## config.mk

```make
export PLATFORM = sky130hd
export DESIGN_NAME = branch_control_unit
export DESIGN_NICKNAME = d
export VERILOG_FILES = /design/src/rtl/branch_control_unit.sv
export SDC_FILE = /design/constraint.sdc
export NUM_CORES = 1
export LEC_CHECK = 0
export ABC_AREA = 0
export BUFFER_PORTS_ARGS = -buffer_cell sky130_fd_sc_hd__buf_4
export CAP_MARGIN = 10
export CORE_AREA = 3 3 62 64
export DETAILED_ROUTE_END_ITERATION = 16
export DIE_AREA = 0 0 65 67
export PLACE_DENSITY_LB_ADDON = 0.2
export SLEW_MARGIN = 20
export SYNTH_ARGS = -nofsm -noshare
export SYNTH_HDL_FRONTEND = slang
export SYNTH_SLANG_ARGS = --single-unit
```

## constraint.sdc

```tcl
create_clock -name Clock -period 1.46 [get_ports Clock]
set_input_delay 0.438 -clock Clock [delete_from_list [all_inputs] [get_ports Clock]]
set_output_delay 0.438 -clock Clock [all_outputs]
set_load 0.02 [all_outputs]
```

## src/rtl/branch_control_unit.sv

```systemverilog
// Control FSM sequencing fetch (T0-T2) and conditional-branch execution (T3-T6) for a
// single-bus datapath; all strobes are registered from the next state.
module branch_control_unit #(
  parameter int         DATA_WIDTH = 32,
  parameter logic [4:0] OPC_BRANCH = 5'b10010,
  parameter int         COND_LSB   = 19,
  parameter int         WAIT_MAX   = 15
) (
  input  logic                  Clock,
  input  logic                  clear,
  input  logic                  start,
  input  logic                  mem_ready,
  input  logic [DATA_WIDTH-1:0] IR,
  input  logic [DATA_WIDTH-1:0] bus_in,
  output logic                  PCout,
  output logic                  MARin,
  output logic                  IncPC,
  output logic                  Zin,
  output logic                  Read,
  output logic                  MDRin,
  output logic                  PCin,
  output logic                  MDRout,
  output logic                  IRin,
  output logic                  Gra,
  output logic                  Rout,
  output logic                  CONin,
  output logic                  Yin,
  output logic                  Cout,
  output logic                  ZLOout,
  output logic                  CON,
  output logic                  busy,
  output logic                  done,
  output logic                  illegal,
  output logic                  timeout
);

  localparam int CW = $clog2(WAIT_MAX + 1);

  typedef enum logic [3:0] {
    S_IDLE = 4'd0, S_T0 = 4'd1, S_T1 = 4'd2, S_T2 = 4'd3, S_T3 = 4'd4,
    S_T4 = 4'd5, S_T5 = 4'd6, S_T6 = 4'd7, S_END = 4'd8
  } state_t;

  state_t          state_r;
  state_t          nxt_s;
  logic [CW-1:0]   wait_cnt_r;
  logic            pcin_r;
  logic [4:0]      opcode_s;
  logic [1:0]      c2_s;
  logic            stall_limit_s;

  function automatic logic eval_cond(input logic [1:0] c2, input logic [DATA_WIDTH-1:0] v);
    logic r;
    case (c2)
      2'b00:   r = (v == {DATA_WIDTH{1'b0}});
      2'b01:   r = (v != {DATA_WIDTH{1'b0}});
      2'b10:   r = ~v[DATA_WIDTH-1];
      2'b11:   r = v[DATA_WIDTH-1];
      default: r = 1'b0;
    endcase
    return r;
  endfunction

  assign opcode_s      = IR[DATA_WIDTH-1 -: 5];
  assign c2_s          = IR[COND_LSB+1:COND_LSB];
  assign stall_limit_s = (wait_cnt_r == CW'(WAIT_MAX - 1));

  // PC load in T1 must coincide with the cycle the read data is valid, so it is
  // qualified by mem_ready on top of the registered Read strobe.
  assign PCin = pcin_r | (Read & mem_ready);

  // Next-state decode; T3 falls back to IDLE when CONin was withheld (illegal opcode).
  always_comb begin
    nxt_s = state_r;
    case (state_r)
      S_IDLE:  nxt_s = start ? S_T0 : S_IDLE;
      S_T0:    nxt_s = S_T1;
      S_T1: begin
        if (mem_ready)          nxt_s = S_T2;
        else if (stall_limit_s) nxt_s = S_IDLE;
        else                    nxt_s = S_T1;
      end
      S_T2:    nxt_s = S_T3;
      S_T3:    nxt_s = CONin ? S_T4 : S_IDLE;
      S_T4:    nxt_s = S_T5;
      S_T5:    nxt_s = S_T6;
      S_T6:    nxt_s = S_END;
      S_END:   nxt_s = start ? S_T0 : S_IDLE;
      default: nxt_s = S_IDLE;
    endcase
  end

  // State, wait counter, condition flag and registered Moore strobes.
  always_ff @(posedge Clock or posedge clear) begin
    if (clear) begin
      state_r    <= S_IDLE;
      wait_cnt_r <= {CW{1'b0}};
      CON        <= 1'b0;
      busy       <= 1'b0;
      done       <= 1'b0;
      illegal    <= 1'b0;
      timeout    <= 1'b0;
      PCout      <= 1'b0;
      MARin      <= 1'b0;
      IncPC      <= 1'b0;
      Zin        <= 1'b0;
      Read       <= 1'b0;
      MDRin      <= 1'b0;
      pcin_r     <= 1'b0;
      MDRout     <= 1'b0;
      IRin       <= 1'b0;
      Gra        <= 1'b0;
      Rout       <= 1'b0;
      CONin      <= 1'b0;
      Yin        <= 1'b0;
      Cout       <= 1'b0;
      ZLOout     <= 1'b0;
    end else begin
      state_r <= nxt_s;
      busy    <= (nxt_s != S_IDLE);
      done    <= (nxt_s == S_END);
      timeout <= (state_r == S_T1) && !mem_ready && stall_limit_s;
      illegal <= (state_r == S_T3) && !CONin;

      if (state_r != S_T1)  wait_cnt_r <= {CW{1'b0}};
      else if (!mem_ready)  wait_cnt_r <= wait_cnt_r + CW'(1);
      else                  wait_cnt_r <= wait_cnt_r;

      if (CONin) CON <= eval_cond(c2_s, bus_in);
      else       CON <= CON;

      PCout  <= 1'b0;
      MARin  <= 1'b0;
      IncPC  <= 1'b0;
      Zin    <= 1'b0;
      Read   <= 1'b0;
      MDRin  <= 1'b0;
      pcin_r <= 1'b0;
      MDRout <= 1'b0;
      IRin   <= 1'b0;
      Gra    <= 1'b0;
      Rout   <= 1'b0;
      CONin  <= 1'b0;
      Yin    <= 1'b0;
      Cout   <= 1'b0;
      ZLOout <= 1'b0;
      case (nxt_s)
        S_T0: begin
          PCout <= 1'b1;
          MARin <= 1'b1;
          IncPC <= 1'b1;
          Zin   <= 1'b1;
        end
        S_T1: begin
          Read  <= 1'b1;
          MDRin <= 1'b1;
        end
        S_T2: begin
          MDRout <= 1'b1;
          IRin   <= 1'b1;
        end
        S_T3: begin
          Gra   <= (opcode_s == OPC_BRANCH);
          Rout  <= (opcode_s == OPC_BRANCH);
          CONin <= (opcode_s == OPC_BRANCH);
        end
        S_T4: begin
          PCout <= 1'b1;
          Yin   <= 1'b1;
        end
        S_T5: begin
          Cout <= 1'b1;
          Zin  <= 1'b1;
        end
        S_T6: begin
          ZLOout <= 1'b1;
          pcin_r <= CON;
        end
        default: begin
          PCout <= 1'b0;
        end
      endcase
    end
  end

endmodule
```

# After elaboration in Yosys (flattened, before gate mapping)
# Index checks and enable logic that the tools add are counted.
[word_totals]
wordCells = 75
in_bits = 68
output_inout_bits = 20
register_bits = 23
[op_classes]
n_reduce_logical = 13
bitwise = 3
eq_ne = 23
addsub = 1
mux = 18
[op_table]
columns = ["op", "n"]
rows = [
  ["4-bit by 3-bit equality test with 1-bit output (second input constant)", 8],
  ["32-bit zero test", 1],
  ["4-bit case mux with 8 select lines", 1],
  ["32-bit nonzero test", 1],
  ["4-bit by 2-bit equality test with 1-bit output (second input constant)", 4],
  ["4-bit equality test (second input constant)", 3],
  ["1-bit two-way mux", 11],
  ["4-bit by 1-bit equality test with 1-bit output (second input constant)", 2],
  ["4-bit two-way mux", 2],
  ["2-bit OR reduction", 3],
  ["5-bit equality test (second input constant)", 1],
  ["4-bit by 1-bit adder with 4-bit output (second input constant)", 1],
  ["2-bit equality test (second input constant)", 2],
  ["4-bit zero test", 1],
  ["2-bit two-way mux", 2],
  ["4-bit by 2-bit != test with 1-bit output (second input constant)", 1],
  ["1-bit case mux with 4 select lines", 1],
  ["4-bit nonzero test", 1],
  ["1-bit logical AND", 3],
  ["3-bit two-way mux", 1],
  ["2-bit by 1-bit equality test with 1-bit output (second input constant)", 1],
  ["1-bit zero test", 2],
  ["2-bit zero test", 1],
  ["2-bit by 1-bit != test with 1-bit output (second input constant)", 1],
  ["other kinds (3)", 3],
]

# Logic depth before layout (Yosys ltp)
# Gate-level depths: netlist of the first run.
[depth]
depth_word = 7
depth_mapped = 6
mapped_depth_nobuf = 6

# Worst setup path after synthesis of the first run
# OpenSTA, ideal clock, no wires.
[synth_path]
kind = "reg-to-reg"
from = "reg wait_cnt_r[0]"
to = "reg busy"
slack_ns = -0.068
path_buffers = 0
required_time_ns = 1.322
setup_ns = 0.138
synth_period_minus_slack_ns = 1.528
arrival_time_ns = 1.390
path_stages_with_launch = 7
path_cell_list = "dfrtp_1 inv_1 ha_1 nand4b_4 o21bai_2 a21oi_2 or4_1"
[synth_via]
elab_chain_len = 5
[synth_rtl]
columns = ["element", "line_no", "source"]
rows = [
  ["start, declared", "46", "logic [CW-1:0] wait_cnt_r;"],
  ["start signal, assigned", "97", "wait_cnt_r <= {CW{1'b0}};"],
  ["start signal, assigned", "125", "if (state_r != S_T1) wait_cnt_r <= {CW{1'b0}};"],
  ["start signal, assigned", "126", "else if (!mem_ready) wait_cnt_r <= wait_cnt_r + CW'(1);"],
  ["4-bit equality test", "66", "assign stall_limit_s = (wait_cnt_r == CW'(WAIT_MAX - 1));"],
  ["2-bit two-way mux", "80", "else if (stall_limit_s) nxt_s = S_IDLE;"],
  ["2-bit two-way mux", "79", "if (mem_ready) nxt_s = S_T2;"],
  ["4-bit case mux with 8 select lines", "75", "case (state_r)"],
  ["named net nxt_s[1]", "45", "state_t nxt_s;"],
  ["4-bit nonzero test", "120", "busy <= (nxt_s != S_IDLE);"],
  ["end signal, assigned", "120", ""],
  ["end, declared", "31", "output logic busy,"],
]
# The timed path passes the listed nets, and every way through them passes these cells.
# A chain may end at the register's enable or synchronous reset.

# Worst setup path after layout of the first run
[layout_path]
from = "reg state_r[1]"
to = "reg busy"
[layout_via]
elab_chain_len = 4
elab_cells_between_ends = 12
classes_between = "eq/ne (8); mux (1); reduce/logical (3)"
[layout_rtl]
columns = ["element", "line_no", "source"]
rows = [
  ["start, declared", "44", "state_t state_r;"],
  ["start signal, assigned", "119", "state_r <= nxt_s;"],
  ["4-bit equality test / 4-bit zero test (equally long branches)", "75", ""],
  ["2-bit OR reduction (no source line)", "--", ""],
  ["4-bit case mux with 8 select lines *", "75", ""],
  ["named net nxt_s[2]", "45", ""],
  ["4-bit nonzero test *", "120", ""],
]
# Mark *: on every way through the listed nets, which the timed path passes. The rest lies on a longest branch.

==> impl_metrics.yaml, run 1 <==
status:
  outcome: "finished, violations left"
  violations: "negative setup slack"
worst_setup_path:
  cp-end-kind: "flop"
  cp.arrival_ps: 1750
  critPathKind: "flop to flop"
  start_kind: "flop"
  cp_max_fo: 5
  worstPathCellList: "buf_6 -> a21oi_1 -> nor4_4 -> or4_1"
  crit_family: "simple AND/OR/NAND/NOR gates"
  crit_buf_inv: 1
  crit_path_top_delay_cell: "or4_1"
  required_ps: 1640
  slowest_delay_ps: 540
clock_network:
  cts_tree: "built"
  clockBufferDepth: 2
  cts_root_buf: "clkbuf_4"
  cts_buffers: 3
  cts_sinks: 23
  clk_latency_ps: 300
  cts-htree-levels: 1
  cts.clk_slew.worst_paths_ps: 120
route:
  drt-total-wl_mm: 2.77
  via_count: 1032
  firstDrtPassIters: 4
  vias_per_cell: 4.57
  antenna_left: 0
  detail_route.wl_per_cell_um: 12.2
  drt_iter0_markers: 50
  drc: 0
timing:
  period_minus_slack_ps: 1560
  finalHoldViolations: 0
  maxSlewViolCount: 0
  max_freq_mhz: 640
  hold_ws_ps: 153
  final.setup.worst_slack_ps: -102
  worst_pin_slew_ps: 358
  fin_skew_ps: 2.80
  rsz0062_at_grt: "true"
  setup_viol: 3
  slew-limit-headroom: 0.758
  fin_crit_sh: 1.07
yosys:
  postSynthCellCount: 105
  syn_area_um2: 1140
  synth-edff-count: 0
  syn-num-nets: 175
  ys_seq_elements: 23
  yosys_warnings: 0
  synthArstFlopShare: 1.00
  synthFlopType: "dfrtp_1"
  synth.distinct_cells: 34
  avgSynthCellArea_um2: 10.9
  yosysSeqAreaShare: 0.505
grt:
  busiest_layer: "met2"
  grt_max_degree: 24
  grt_pass1_wl_mm: 4.45
  antenna_found_initial: 0
  first_global_vias: 1065
  use_met3: 0.0270
  grtUsageMet1: 0.153
  grt_overflow: 0
  grtUsageTotal: 0.131
  use_met2: 0.240
cells_and_area:
  area_delta_synth_final_pct: 62.3
  n_antenna_cell: 0
  finalNetCount: 251
  seqCellArea_um2: 579
  reg_top3: "state_r x4, wait_cnt_r x4"
  layout_commonest_cell: "buf_4"
  layout-drive-gt1-share: 0.583
  final_cells: 226
  final_cell_mix: "71 x buf_4, 20 x dfrtp_1, 14 x nor2_1"
  fillers: 318
  multi_input_area_um2: 537
  final_cell_area_um2: 1850
floorplan:
  die_area_um2: 4360
  ios: 88
  coreArea_um2: 3340
  start_util: 0.342
  die_x_um: 65
  die_y_um: 67
  row_count: 21
pwr:
  leakage_nw: 0.936
  ir_worst_vdd_mv: 0.570
  powerDensity_nw_per_um2: 1360
worst_hold_path:
  hp-class: "input pin to asynchronous set/reset pin"
placement:
  place_area_um2: 1720
  dp_hpwl_mm: 2.22
  dp.cells: 219
  portBuffers: 62
  place.gp.congestion: 0.753
flow_run:
  cap_violations: 0
cell families (layout without fill, tap and decap cells):
kind of cell,Yosys count,count (layout),share of synthesized area
and+or+nand+nor,54,54,0.311
buffers and inverters,13,88,0.0757
AOI/OAI and AO/OA,10,10,0.0637
xor gates and xnor gates,3,3,0.0231
DFF,23,23,0.505
adders and majority gates,2,2,0.0220
per-layer routing:
metal  routed length [µm]  up-vias  share of wire
li1                     -      515              -
met3                  135        2          0.049
met2                 1530       30           0.55
met4                   12        0         0.0043
met1                 1080      485           0.39
met5                    0        -              0
stage by stage:
stage | TNS, ps | worst slack (ps) | utilization | total power [mW]
after floorplan | -34.9 | -34.9 | - | 1.57
after global placement | -271 | -176 | 0.514 | 2.05
after detailed placement | -270 | -201 | 0.514 | 2.07
after CTS | -198 | -96.5 | 0.537 | 2.41
after global routing | -382 | -144 | 0.555 | 2.70
final | -109 | -102 | 0.555 | 2.51
cells in the mapped netlist, types with 2 or more instances:
| master | n | area [µm²] |
|---|---|---|
| ha_1 | 2 | 25.0 |
| nor4_2 | 5 | 62.6 |
| nand2_1 | 4 | 15.0 |
| dfrtp_1 | 23 | 576 |
| nand3_1 | 3 | 15.0 |
| o21ai_0 | 2 | 10.0 |
| inv_1 | 4 | 15.0 |
| buf_6 | 2 | 22.5 |
| or4_1 | 2 | 15.0 |
| nand2b_1 | 5 | 31.3 |
| nor2_1 | 14 | 52.6 |
| a21oi_1 | 2 | 10.0 |
| nor3_1 | 2 | 10.0 |
| a21o_1 | 2 | 15.0 |
| xor2_1 | 2 | 17.5 |
| nand4_1 | 2 | 12.5 |
| nor4b_1 | 2 | 17.5 |
| nor4_1 | 5 | 31.3 |
| buf_4 | 6 | 45.0 |
| a21oi_2 | 2 | 17.5 |
final cells by class:
class	instances	share of cell area
flip-flops and latches	23	0.313
multi-input cells	69	0.290
repair buffers	80	0.343
inverters	4	0.00811
clock inverters	1	0.00270
clock buffers	3	0.0122
well taps	46	0.0311
power by group:
| part | leakage (nW) | internal [mW] | switching, mW | total, mW |
|---|---|---|---|---|
| clock | 0.0177 | 0.102 | 0.187 | 0.289 |
| sequential | 0.305 | 0.789 | 0.125 | 0.914 |
| combinational | 0.613 | 0.698 | 0.612 | 1.31 |
tightest hold or removal path: stages:
cell and delay [ps]:
buf_4 110, inv_1 40, buf_4 280
path summary, 6_finish.rpt:
path,startpoint,endpoint,slack (ps),cells past startpoint
min reg2reg,CON,pcin_r,550,1
max reg2reg,state_r[1],busy,-100,4
min,clear,illegal,150,3
max in group asynchronous,clear,state_r[1],1060,3
max,state_r[1],busy,-100,4
min in group Clock,IR[31],CONin,340,3
what timing repair did:
action | CTS | global route
resized for setup | 6 | 14
hold buffers | 0 | 0
pin swaps | 1 | 2
endpoints found under the setup margin | 6 | 9
buffers inserted | 3 | 0
Note: power is estimated with default switching activity, not from simulation.
==> run 2: changes to the inputs <==
--- a/config.mk
+++ b/config.mk
@@ -8,11 +8,12 @@
 export ABC_AREA = 0
 export BUFFER_PORTS_ARGS = -buffer_cell sky130_fd_sc_hd__buf_4
 export CAP_MARGIN = 10
-export CORE_AREA = 3 3 62 64
+export CORE_AREA = 2 2 61 63
 export DETAILED_ROUTE_END_ITERATION = 16
-export DIE_AREA = 0 0 65 67
+export DIE_AREA = 0 0 63 65
 export PLACE_DENSITY_LB_ADDON = 0.2
 export SLEW_MARGIN = 20
 export SYNTH_ARGS = -nofsm -noshare
 export SYNTH_HDL_FRONTEND = slang
 export SYNTH_SLANG_ARGS = --single-unit
+export TNS_END_PERCENT = 1
==> impl_metrics.yaml, run 2 (same netlist as run 1, synthesis figures left out) <==
flow_run:
  cap_violations: 0
floorplan:
  coreArea_um2: 3500
  ios: 88
  start_util: 0.326
  die_y_um: 65
  die_x_um: 63
  die_area_um2: 4100
  row_count: 22
pwr:
  power.switching_uw: 838
  leakage_nw: 0.900
  powerDensity_nw_per_um2: 1320
  pwr-share-seq: 0.388
  p_sw_frac: 0.359
  combPwrFrac: 0.485
  ir_worst_vdd_mv: 0.529
  internal_power_mw: 1.50
  p_clk_frac: 0.126
worst_setup_path:
  start_kind: "flop"
  cp-end-kind: "flop"
  cp.arrival_ps: 1700
  required_ps: 1650
  cp_max_fo: 10
  critPathKind: "flop to flop"
grt:
  grt_pass1_wl_mm: 4.11
  grtUsageMet1: 0.155
  first_global_vias: 987
  busiest_layer: "met2"
  grt_max_degree: 24
  use_met3: 0.0156
  grt_overflow: 0
  antenna_found_initial: 0
  grtUsageTotal: 0.128
  use_met2: 0.223
clock_network:
  clk_latency_ps: 310
  cts_buffers: 3
  cts_tree: "built"
  cts-htree-levels: 1
  cts_root_buf: "clkbuf_4"
  cts_sinks: 23
  clockBufferDepth: 2
  cts.clk_slew.worst_paths_ps: 120
worst_hold_path:
  hp-class: "input pin to asynchronous set/reset pin"
timing:
  fin_crit_sh: 1.03
  fin_skew_ps: 1.40
  maxSlewViolCount: 0
  finalSetupTns_ps: -64.8
  period_minus_slack_ps: 1510
  setup_viol: 5
  hold_ws_ps: 149
  worst_pin_slew_ps: 409
  slew-limit-headroom: 0.725
  final.setup.worst_slack_ps: -46.7
  finalHoldViolations: 0
  rsz0062_at_grt: "true"
  max_freq_mhz: 664
cells_and_area:
  final_cell_mix: "72 x buf_4, 21 x dfrtp_1, 14 x nor2_1"
  finalNetCount: 248
  reg_top3: "state_r x4, wait_cnt_r x4"
  area_delta_synth_final_pct: 54.8
  layout-drive-gt1-share: 0.537
  final_core_utilization: 0.505
  layout_commonest_cell: "buf_4"
  n_antenna_cell: 0
route:
  vias_per_cell: 4.60
  via_count: 1035
  antenna_left: 0
  drt-total-wl_mm: 2.43
  drc: 0
  firstDrtPassIters: 4
  drt_iter0_markers: 22
  detail_route.wl_per_cell_um: 10.8
status:
  outcome: "finished, violations left"
  violations: "negative setup slack"
placement:
  portBuffers: 62
  pre_cts_ws_ps: -222
  place.gp.congestion: 0.837
  dp_hpwl_mm: 2.01
-- run 2: critical path: stages, from the launching register on --
cell	delay (ps)
dfrtp_2	490
o21ai_0	180
a21o_1	140
a21oi_2	70
or4_1	510
-- run 2: path summary, 6_finish.rpt --
kind | start | end | slack [ps] | cells after the start
min | clear | wait_cnt_r[2] | 150 | 3
max | state_r[1] | busy | -50 | 4
max in group asynchronous | clear | CONin | 1070 | 3
min in group Clock | IR[31] | CONin | 350 | 3
min reg2reg | CON | pcin_r | 540 | 1
max reg2reg | state_r[1] | busy | -50 | 4
-- run 2: through the flow --
step	power (mW)	cells	cell area (µm²)
global route	2.50	225	1760
CTS	2.37	225	1760
finish	2.34	225	1760
global placement	2.05	221	1720
detailed placement	2.07	221	1720
floorplan	1.57	105	1150
-- run 2: repair_timing --
item	CTS	global route
hold endpoints to repair	0	0
hold buffers	0	0
pin swaps	2	0
gates resized for setup	6	0
endpoints found under the setup margin	6	9
setup buffers	0	0
-- run 2: power groups by stage --
stage | clock network [mW] | logic [mW] | registers (mW)
after floorplan | 0 | 0.570 | 1.00
after global placement | 0 | 1.13 | 0.915
after detailed placement | 0 | 1.14 | 0.923
after CTS | 0.299 | 1.15 | 0.913
after global routing | 0.328 | 1.24 | 0.937
final | 0.295 | 1.13 | 0.907
-- run 2: routing by layer --
layer | wire [µm] | vias to the layer above
met4 | 55 | 0
met1 | 953 | 476
met5 | 0 | -
li1 | - | 509
met2 | 1280 | 45
met3 | 149 | 5
-- run 2: layout make-up --
class	instances	area, µm²
Multi-Input combinational cell	69	488
Tap cell	48	60.1
Fill cell	329	1730
Sequential cell	23	578
Clock buffer	4	26.3
Timing Repair Buffer	77	597
Inverter	4	15.0
==> run 3: changes to the inputs <==
--- a/config.mk
+++ b/config.mk
@@ -8,10 +8,13 @@
 export ABC_AREA = 0
 export BUFFER_PORTS_ARGS = -buffer_cell sky130_fd_sc_hd__buf_4
 export CAP_MARGIN = 10
-export CORE_AREA = 2 2 61 63
+export CELL_PAD_IN_SITES_DETAIL_PLACEMENT = 1
+export CELL_PAD_IN_SITES_GLOBAL_PLACEMENT = 1
+export CORE_AREA = 2 2 71 73
 export DETAILED_ROUTE_END_ITERATION = 16
-export DIE_AREA = 0 0 63 65
+export DIE_AREA = 0 0 73 75
 export PLACE_DENSITY_LB_ADDON = 0.2
+export SKIP_CTS_REPAIR_TIMING = 1
 export SLEW_MARGIN = 20
 export SYNTH_ARGS = -nofsm -noshare
 export SYNTH_HDL_FRONTEND = slang
==> impl_metrics.yaml, run 3 (same netlist as run 1, synthesis figures left out) <==
grt:
  use_met2: 0.216
  busiest_layer: "met2"
  use_met3: 0.0241
  antenna_found_initial: 0
  grtUsageTotal: 0.117
  grtUsageMet1: 0.125
  grt_overflow: 0
  first_global_vias: 1136
  grt_pass1_wl_mm: 4.82
  grt_max_degree: 24
worst_setup_path:
  cp_max_fo: 3
  r2r_slack_ps: -60
  required_ps: 1590
  cp-end-kind: "flop"
  r2r_start: "wait_cnt_r[0]"
  cp.arrival_ps: 1660
  worstReg2RegEnd: "busy"
  crit_start: "wait_cnt_r[0]"
  critPathKind: "flop to flop"
  start_kind: "flop"
  r2r_cells: 6
route:
  vias_per_cell: 4.51
  antenna_left: 0
  firstDrtPassIters: 4
  detail_route.wl_per_cell_um: 13.0
  drt_iter0_markers: 11
  drt-total-wl_mm: 3.02
  drc: 0
  via_count: 1046
floorplan:
  die_area_um2: 5480
  die_y_um: 75
  die_x_um: 73
  ios: 88
  coreArea_um2: 4660
  row_count: 25
  start_util: 0.245
cells_and_area:
  area_delta_synth_final_pct: 57.3
  reg_top3: "state_r x4, wait_cnt_r x4"
  layout-drive-gt1-share: 0.545
  layout_commonest_cell: "buf_4"
  fillers: 529
  finalNetCount: 249
  final_cell_mix: "76 x buf_4, 21 x dfrtp_1, 14 x nor2_1"
  n_antenna_cell: 0
timing:
  setup_viol: 1
  maxSlewViolCount: 0
  max_freq_mhz: 656
  worst_pin_slew_ps: 357
  final.setup.worst_slack_ps: -64.3
  fin_skew_ps: 2.88
  rsz0062_at_grt: "true"
  finalSetupTns_ps: -64.3
  slew-limit-headroom: 0.760
  finalHoldViolations: 0
  period_minus_slack_ps: 1520
  fin_crit_sh: 1.04
pwr:
  leakage_nw: 0.913
  powerDensity_nw_per_um2: 1400
  p_total_mw: 2.50
  ir_worst_vdd_mv: 0.441
clock_network:
  clockBufferDepth: 2
  cts_buffers: 3
  cts-htree-levels: 1
  clk_latency_ps: 260
  cts_tree: "built"
  cts_root_buf: "clkbuf_8"
  cts.clk_slew.worst_paths_ps: 80
  cts_sinks: 23
placement:
  pre_cts_ws_ps: -216
  dp_hpwl_mm: 2.53
  place.gp.congestion: 0.772
  portBuffers: 62
status:
  outcome: "finished, violations left"
  violations: "negative setup slack"
flow_run:
  cap_violations: 0
worst_hold_path:
  hp-class: "input pin to asynchronous set/reset pin"
-- run 3: cell count changes in the layout (fill, tap and decap cells not counted) --
cell and delta:
buf_4 +4, buf_6 -3, clkbuf_4 -3, clkbuf_8 +3, nor4b_1 -1, nor4b_2 +1
o21ai_0 -1, o21ai_1 +1
-- run 3: final cells by class --
cell class	instances	area, µm²	area share
repair buffers	78	593	0.331
flip-flops and latches	23	578	0.322
multi-input cells	69	494	0.276
well taps	54	67.6	0.0377
clock buffers	4	45.0	0.0251
inverters	4	15.0	0.00837
-- run 3: where the power goes --
group	leakage, nW	internal (mW)	switching, mW
Sequential	0.306	0.787	0.117
Combinational	0.584	0.631	0.571
Clock	0.0228	0.195	0.200
-- run 3: routing by layer --
layer  routed length (µm)  share of wire
met3                  145          0.048
met1                 1130           0.37
met4                   62          0.021
met2                 1680           0.56
met5                    0              0
-- run 3: worst max path at each step --
stage | end | slack, ps
floorplan | busy | -30
finish | busy | -60
global placement | CON | -190
detailed placement | CON | -220
global route | busy | -120
CTS | busy | -110
-- run 3: stage by stage --
| stage | utilization | instances | instance area, µm² | hold slack, ps |
|---|---|---|---|---|
| global route | 0.385 | 232 | 1790 | 234 |
| finish | 0.385 | 232 | 1790 | 210 |
| global placement | 0.372 | 228 | 1730 | 491 |
| floorplan | - | 105 | 1150 | 440 |
| CTS | 0.381 | 232 | 1780 | 221 |
| detailed placement | 0.372 | 228 | 1730 | 490 |
-- run 3: critical path, stage by stage (launching register included) --
cell and delay, ps:
dfrtp_1 380, inv_1 60, ha_2 190, nand4b_4 130
o21bai_4 130, a21oi_2 80, or4_1 410
